<file path="src/rtl/pot_smoother.sv">
`default_nettype none
// ============================================================================
//  Module   : pot_smoother
//  Purpose  : Per-channel first-order IIR low-pass for the six slide-pot
//             registers (LP, B1, B2, B3, HP, VOLUME). One shared adder is
//             time-multiplexed across the channels. Each tick runs one sweep,
//             and a sweep updates one channel per clock.
//  Ports    : clk            system clock
//             rst            synchronous, active-high reset
//             tick           sweep request (1-cycle pulse)
//             POT_LP..POT_HP raw band pots, 12-bit unsigned
//             VOLUME         raw volume pot, 12-bit unsigned
//             SM_LP..SM_HP   smoothed band gains, 12-bit
//             SM_VOL         smoothed volume, 12-bit
//             sm_vld         1-cycle pulse when a sweep has finished
//             busy           high while a sweep is in progress
//  Params   : SHIFT    IIR coefficient 2^-SHIFT (1..6)
//             DEADBAND output hysteresis in LSBs (POT_DEADBAND_EN only)
//  Config   : define POT_DEADBAND_EN to enable output hysteresis
//  Revision : 1.0  initial release
// ============================================================================
module pot_smoother #(
   parameter int SHIFT    = 3,
   parameter int DEADBAND = 8
) (
   input  logic        clk,
   input  logic        rst,
   input  logic        tick,
   input  logic [11:0] POT_LP,
   input  logic [11:0] POT_B1,
   input  logic [11:0] POT_B2,
   input  logic [11:0] POT_B3,
   input  logic [11:0] POT_HP,
   input  logic [11:0] VOLUME,
   output logic [11:0] SM_LP,
   output logic [11:0] SM_B1,
   output logic [11:0] SM_B2,
   output logic [11:0] SM_B3,
   output logic [11:0] SM_HP,
   output logic [11:0] SM_VOL,
   output logic        sm_vld,
   output logic        busy
);

   localparam int AW = 12 + SHIFT;

`ifdef POT_DEADBAND_EN
   localparam logic DB_EN = 1'b1;
`else
   localparam logic DB_EN = 1'b0;
`endif

   typedef enum logic [0:0] {
      IDLE  = 1'b0,
      SWEEP = 1'b1
   } state_t;

   state_t          state;
   state_t          state_nxt;
   logic [2:0]      idx;
   logic [2:0]      idx_nxt;
   logic            wr;
   logic            last;
   logic            primed;

   logic [AW-1:0]   acc [0:5];
   logic [11:0]     sm  [0:5];

   logic [11:0]     x;
   logic [AW-1:0]   acc_cur;
   logic [11:0]     sm_cur;
   logic [AW-1:0]   acc_nxt;
   logic [11:0]     cand;
   logic [11:0]     diff;
   logic            sm_upd;

   // ------------------------------------------------------------------------
   // Sequencer: IDLE waits for tick; SWEEP writes channel idx on every edge.
   // Ticks that arrive during SWEEP are dropped, not queued.
   // ------------------------------------------------------------------------
   always_comb begin
      state_nxt = state;
      idx_nxt   = idx;
      wr        = 1'b0;
      last      = 1'b0;
      case (state)
         IDLE: begin
            if (tick) begin
               state_nxt = SWEEP;
               idx_nxt   = 3'd0;
            end
         end
         SWEEP: begin
            wr = 1'b1;
            if (idx == 3'd5) begin
               last      = 1'b1;
               state_nxt = IDLE;
               idx_nxt   = 3'd0;
            end else begin
               idx_nxt = idx + 3'd1;
            end
         end
         default: begin
            state_nxt = IDLE;
            idx_nxt   = 3'd0;
         end
      endcase
   end

   // ------------------------------------------------------------------------
   // Channel multiplexer feeding the shared datapath.
   // ------------------------------------------------------------------------
   always_comb begin
      x       = '0;
      acc_cur = '0;
      sm_cur  = '0;
      case (idx)
         3'd0: begin x = POT_LP; acc_cur = acc[0]; sm_cur = sm[0]; end
         3'd1: begin x = POT_B1; acc_cur = acc[1]; sm_cur = sm[1]; end
         3'd2: begin x = POT_B2; acc_cur = acc[2]; sm_cur = sm[2]; end
         3'd3: begin x = POT_B3; acc_cur = acc[3]; sm_cur = sm[3]; end
         3'd4: begin x = POT_HP; acc_cur = acc[4]; sm_cur = sm[4]; end
         3'd5: begin x = VOLUME; acc_cur = acc[5]; sm_cur = sm[5]; end
         default: begin x = '0; acc_cur = '0; sm_cur = '0; end
      endcase
   end

   // Shared adder. acc - (acc >> SHIFT) never underflows, and the sum is
   // bounded by 4095*2^SHIFT + 2^SHIFT - 1, which fits in AW bits.
   always_comb begin
      acc_nxt = acc_cur - (acc_cur >> SHIFT) + {{SHIFT{1'b0}}, x};
      cand    = acc_nxt[AW-1:SHIFT];
      diff    = (cand >= sm_cur) ? (cand - sm_cur) : (sm_cur - cand);
      // Rail values always pass so that a steady 0x000/0xFFF input is reached
      // exactly even from inside the hysteresis window.
      sm_upd  = !DB_EN || (diff > 12'(DEADBAND)) ||
                (cand == 12'h000) || (cand == 12'hFFF);
   end

   // ------------------------------------------------------------------------
   // State, accumulators and outputs.
   // ------------------------------------------------------------------------
   always_ff @(posedge clk) begin
      if (rst) begin
         state  <= IDLE;
         idx    <= 3'd0;
         sm_vld <= 1'b0;
         primed <= 1'b0;
         for (int i = 0; i < 6; i++) begin
            acc[i] <= '0;
            sm[i]  <= '0;
         end
      end else begin
         state  <= state_nxt;
         idx    <= idx_nxt;
         sm_vld <= last;
         if (last) begin
            primed <= 1'b1;
         end
         if (wr) begin
            for (int i = 0; i < 6; i++) begin
               if (idx == 3'(i)) begin
                  if (!primed) begin
                     // First sweep after reset: jump straight to the input
                     // so the outputs do not ramp up from zero.
                     acc[i] <= {x, {SHIFT{1'b0}}};
                     sm[i]  <= x;
                  end else begin
                     acc[i] <= acc_nxt;
                     if (sm_upd) begin
                        sm[i] <= cand;
                     end
                  end
               end
            end
         end
      end
   end

   assign busy   = (state == SWEEP);
   assign SM_LP  = sm[0];
   assign SM_B1  = sm[1];
   assign SM_B2  = sm[2];
   assign SM_B3  = sm[3];
   assign SM_HP  = sm[4];
   assign SM_VOL = sm[5];

endmodule
`default_nettype wire
</file>
<file path="config.mk">
export PLATFORM = sky130hd
export DESIGN_NAME = pot_smoother
export DESIGN_NICKNAME = d
export VERILOG_FILES = /design/src/rtl/pot_smoother.sv
export SDC_FILE = /design/constraint.sdc
export NUM_CORES = 1
export LEC_CHECK = 0
export BUFFER_PORTS_ARGS = -buffer_cell sky130_fd_sc_hd__buf_2
export CAP_MARGIN = 10
export CORE_UTILIZATION = 35
export CTS_BUF_LIST = sky130_fd_sc_hd__clkbuf_16
export CTS_CLUSTER_DIAMETER = 60
export CTS_CLUSTER_SIZE = 28
export DETAILED_ROUTE_END_ITERATION = 8
export PLACE_DENSITY = 0.59
export SYNTH_ARGS = -nofsm -noshare
export SYNTH_HDL_FRONTEND = slang
export SYNTH_SLANG_ARGS = --single-unit
</file>
<file path="constraint.sdc">
create_clock -name clk -period 6.85 [get_ports clk]
set_input_delay 1.37 -clock clk [delete_from_list [all_inputs] [get_ports clk]]
set_output_delay 1.37 -clock clk [all_outputs]
set_load 0.01 [all_outputs]
</file>
==> results.json <==
{
  "crit_path_top_delay_cell": "sky130_fd_sc_hd__dfxtp_1",
  "synth.cells.most_frequent": "sky130_fd_sc_hd__edfxtp_1 (90), sky130_fd_sc_hd__buf_4 (74), sky130_fd_sc_hd__nand2_1 (65)",
  "route.antenna.remaining_nets": 0,
  "cts.repair.resized": 0,
  "synth_sequential_area_ratio_pct": 41.8,
  "globalplace.congestion": 0.913,
  "groute.usage.overall_pct": 23.4,
  "postSynthRegisterBits": 96,
  "synthesis.nets": 801,
  "power.density_nw_per_um2": 248,
  "initial_utilization_pct": 35.9,
  "place.detailed.hpwl_mm": 16.6,
  "fin_crit_sh_pct": 77.0,
  "aggregate_routed_wire_length_mm": 22.7,
  "postSynthAreaPerCell_um2": 9.69,
  "max-clock-path-buffers": 2,
  "area_contributors_post_synth": "sky130_fd_sc_hd__edfxtp_1 (40%), sky130_fd_sc_hd__buf_4 (8.2%), sky130_fd_sc_hd__a22oi_1 (3.9%)",
  "pin_count_of_the_biggest_net_entering_global_routing": 37,
  "crit_path_max_fanout": 19,
  "dr_total_vias": 5688,
  "status": "finished clean",
  "synth_edf_count": 90,
  "via_count_of_the_first_global_routing_pass": 5654,
  "asyncSetResetFlopFracSynth_pct": 0,
  "timing.critical_path.from": "idx[0]$_SDFFE_PP0P_",
  "grt-ovfl-total": 0,
  "cts_buffers": 9,
  "cap_viol_max_count": 0,
  "htree_num_levels": 3,
  "regToRegStartpoint": "idx[0]$_SDFFE_PP0P_",
  "setup_total_negative_slack_ns": 0,
  "finalCriticalPeriod_ns": 5.28,
  "fp.dieW_um": 141,
  "n_antenna_cell": 0,
  "fin_cells": 1022,
  "clkSinkCount": 96,
  "layout.core_utilization_pct": 39.8,
  "worst_path_dominant_cell_family": "compound AO/OA/AOI/OAI gates",
  "fillCellCount": 1891,
  "route.detailed.vias_per_inst": 5.57,
  "synth_cells": 698,
  "drc": 0,
  "critical_path_required_ns": 6.92,
  "row_count": 50,
  "wl_per_cell_um": 22.2,
  "synth_top_flop_cell": "sky130_fd_sc_hd__edfxtp_1",
  "rsz_0062_raised_after_global_routing": "no",
  "placement.io_buffers": 148,
  "timing.critical_path.buf_inv": 2,
  "grt_pass1_wl_mm": 34.2,
  "vdd_ir_drop_max_mv": 0.144,
  "cts_tree": "yes",
  "cpPeakStageDelay_ns": 0.69,
  "timing_max_transition_violations_final": 0,
  "drive_above_1_share_pct": 25.2,
  "worstHoldPathType": "reg -> reg",
  "worst_hold_startpoint": "busy$_SDFF_PP0_",
  "worstSetupEndpointType": "flip-flop",
  "startpoint_type": "flip-flop",
  "timing.slew.headroom_pct": 28.7,
  "dieArea_um2": 19900,
  "cts.reportedPaths.clkPinSlew_ns": 0.07,
  "synth_largest_area_cell": "sky130_fd_sc_hd__edfxtp_1",
  "proportion_of_netlist_area_held_by_the_largest_area_contributor_pct": 40.0,
  "clk-insertion-delay-late_ns": 0.35,
  "post_cts_buffers": 0,
  "worstPathCellList": "and2_1 > ha_1 > buf_4 > a22oi_1 > o21ai_0 > o21ai_1 > fa_1 > inv_1 > ha_1 > a21o_1 > a21oi_2 > a21oi_1 > o32ai_1 > xor2_1 > a211oi_1",
  "cts.hold.buffers_added": 0,
  "leakage_uw": 0.00310,
  "placeableCoreArea_um2": 18800,
  "die_h_um": 141,
  "initial_antenna_violation_count": 0,
  "cp_data_arrival_time_ns": 5.34,
  "place_inst": 1006,
  "drt_pass1_iterations": 5,
  "cell_variety_after_synth": 63,
  "hold_viol": 0,
  "area_growth_synth_to_finish_pct": 10.9,
  "timing.setup.critical_path_class": "reg -> reg",
  "skew_ns": 0.00825,
  "synth.most_common_cell": "sky130_fd_sc_hd__edfxtp_1",
  "netlist_area_um2": 6760,
  "critical_path.most_common_cell": "sky130_fd_sc_hd__ha_1",
  "clock_tree.root_cell": "sky130_fd_sc_hd__clkbuf_16",
  "tightestPinTransition_ns": 1.07,
  "setup-violations-final": 0,
  "ios": 149,
  "timing.fmax_ghz": 0.190,
  "yosysWarnings": 0,
  "drt-initial-drc-count": 575,
  "nNetsFinal": 860
}
## layout by cell type, fill, tap and decap left out, types with 21 or more instances in the layout
cell type	count
sky130_fd_sc_hd__buf_2	148
sky130_fd_sc_hd__edfxtp_1	90
sky130_fd_sc_hd__nand2_1	65
sky130_fd_sc_hd__nor2_1	54
sky130_fd_sc_hd__inv_1	39
sky130_fd_sc_hd__a22oi_1	35
sky130_fd_sc_hd__a21oi_1	32
sky130_fd_sc_hd__a211oi_1	26
sky130_fd_sc_hd__nand3_1	21
## state kept, by name, summed over array words and instances (netlist names)
register,cells
acc,77
sm,13
idx,3
busy,1
primed,1
sm_vld,1
## metrics by stage
step           hold slack (ns)  worst slack (ns)  area (um2)  power (uW)
2_1_floorplan            0.675              2.11        6760        1170
3_3_place_gp             0.661              1.68        7200        1340
3_5_place_dp             0.638              1.66        7200        1340
4_1_cts                  0.654              1.64        7500        1850
5_1_grt                  0.698              1.22        7500        1960
6_report                 0.661              1.57        7500        1860
## layer usage
layer  global-route usage (%)  share of wire, %
met5                        0                 0
met2                     36.8                45
met3                     4.79               8.4
met4                     10.1               3.7
met1                     31.1                42
## final cells by class
| type | count | area [um2] | share of cell area [%] |
|---|---|---|---|
| Multi-Input combinational cell | 450 | 3070 | 41.0 |
| Sequential cell | 96 | 2820 | 37.6 |
| Timing Repair Buffer | 160 | 831 | 11.1 |
| Tap cell | 260 | 325 | 4.34 |
| Clock buffer | 9 | 225 | 3.00 |
| Inverter | 40 | 150 | 2.00 |
| Clock inverter | 7 | 70.1 | 0.934 |
## final timing paths
kind,end,slack [ns],depth (start not counted)
max reg2reg,acc[2][13]$_SDFFCE_PN0P_,1.57,15
min,idx[1]$_SDFFE_PP0P_,0.66,2
min reg2reg,idx[1]$_SDFFE_PP0P_,0.66,2
max,acc[2][13]$_SDFFCE_PN0P_,1.57,15
## worst reg2reg max path, delay by kind of cell, from the launching register on
kind,cells,cell delay (ns)
AOI/OAI and AO/OA,8,1.61
xor gates and xnor gates,1,0.47
buffers and inverters,2,0.47
and+or+nand+nor,1,0.21
adders and majority gates,3,1.54
DFF,1,0.69
## cell families after synthesis
group                    count (synthesis)  synth area share, %
AND/OR/NAND/NOR                        207                 14.8
AO/OA/AOI/OAI                          192                 20.1
buffers and inverters                  152                 13.1
flip-flops                              96                 41.8
adder cells (fa/ha/maj)                 28                 6.51
multiplexers                            15                 2.68
XOR/XNOR                                 8                 1.04
## power by group
part	total (uW)	internal (uW)	switching (uW)
logic	663	229	434
registers	683	666	17.0
clock network	517	284	233
Power figures use the tool's default switching activity.
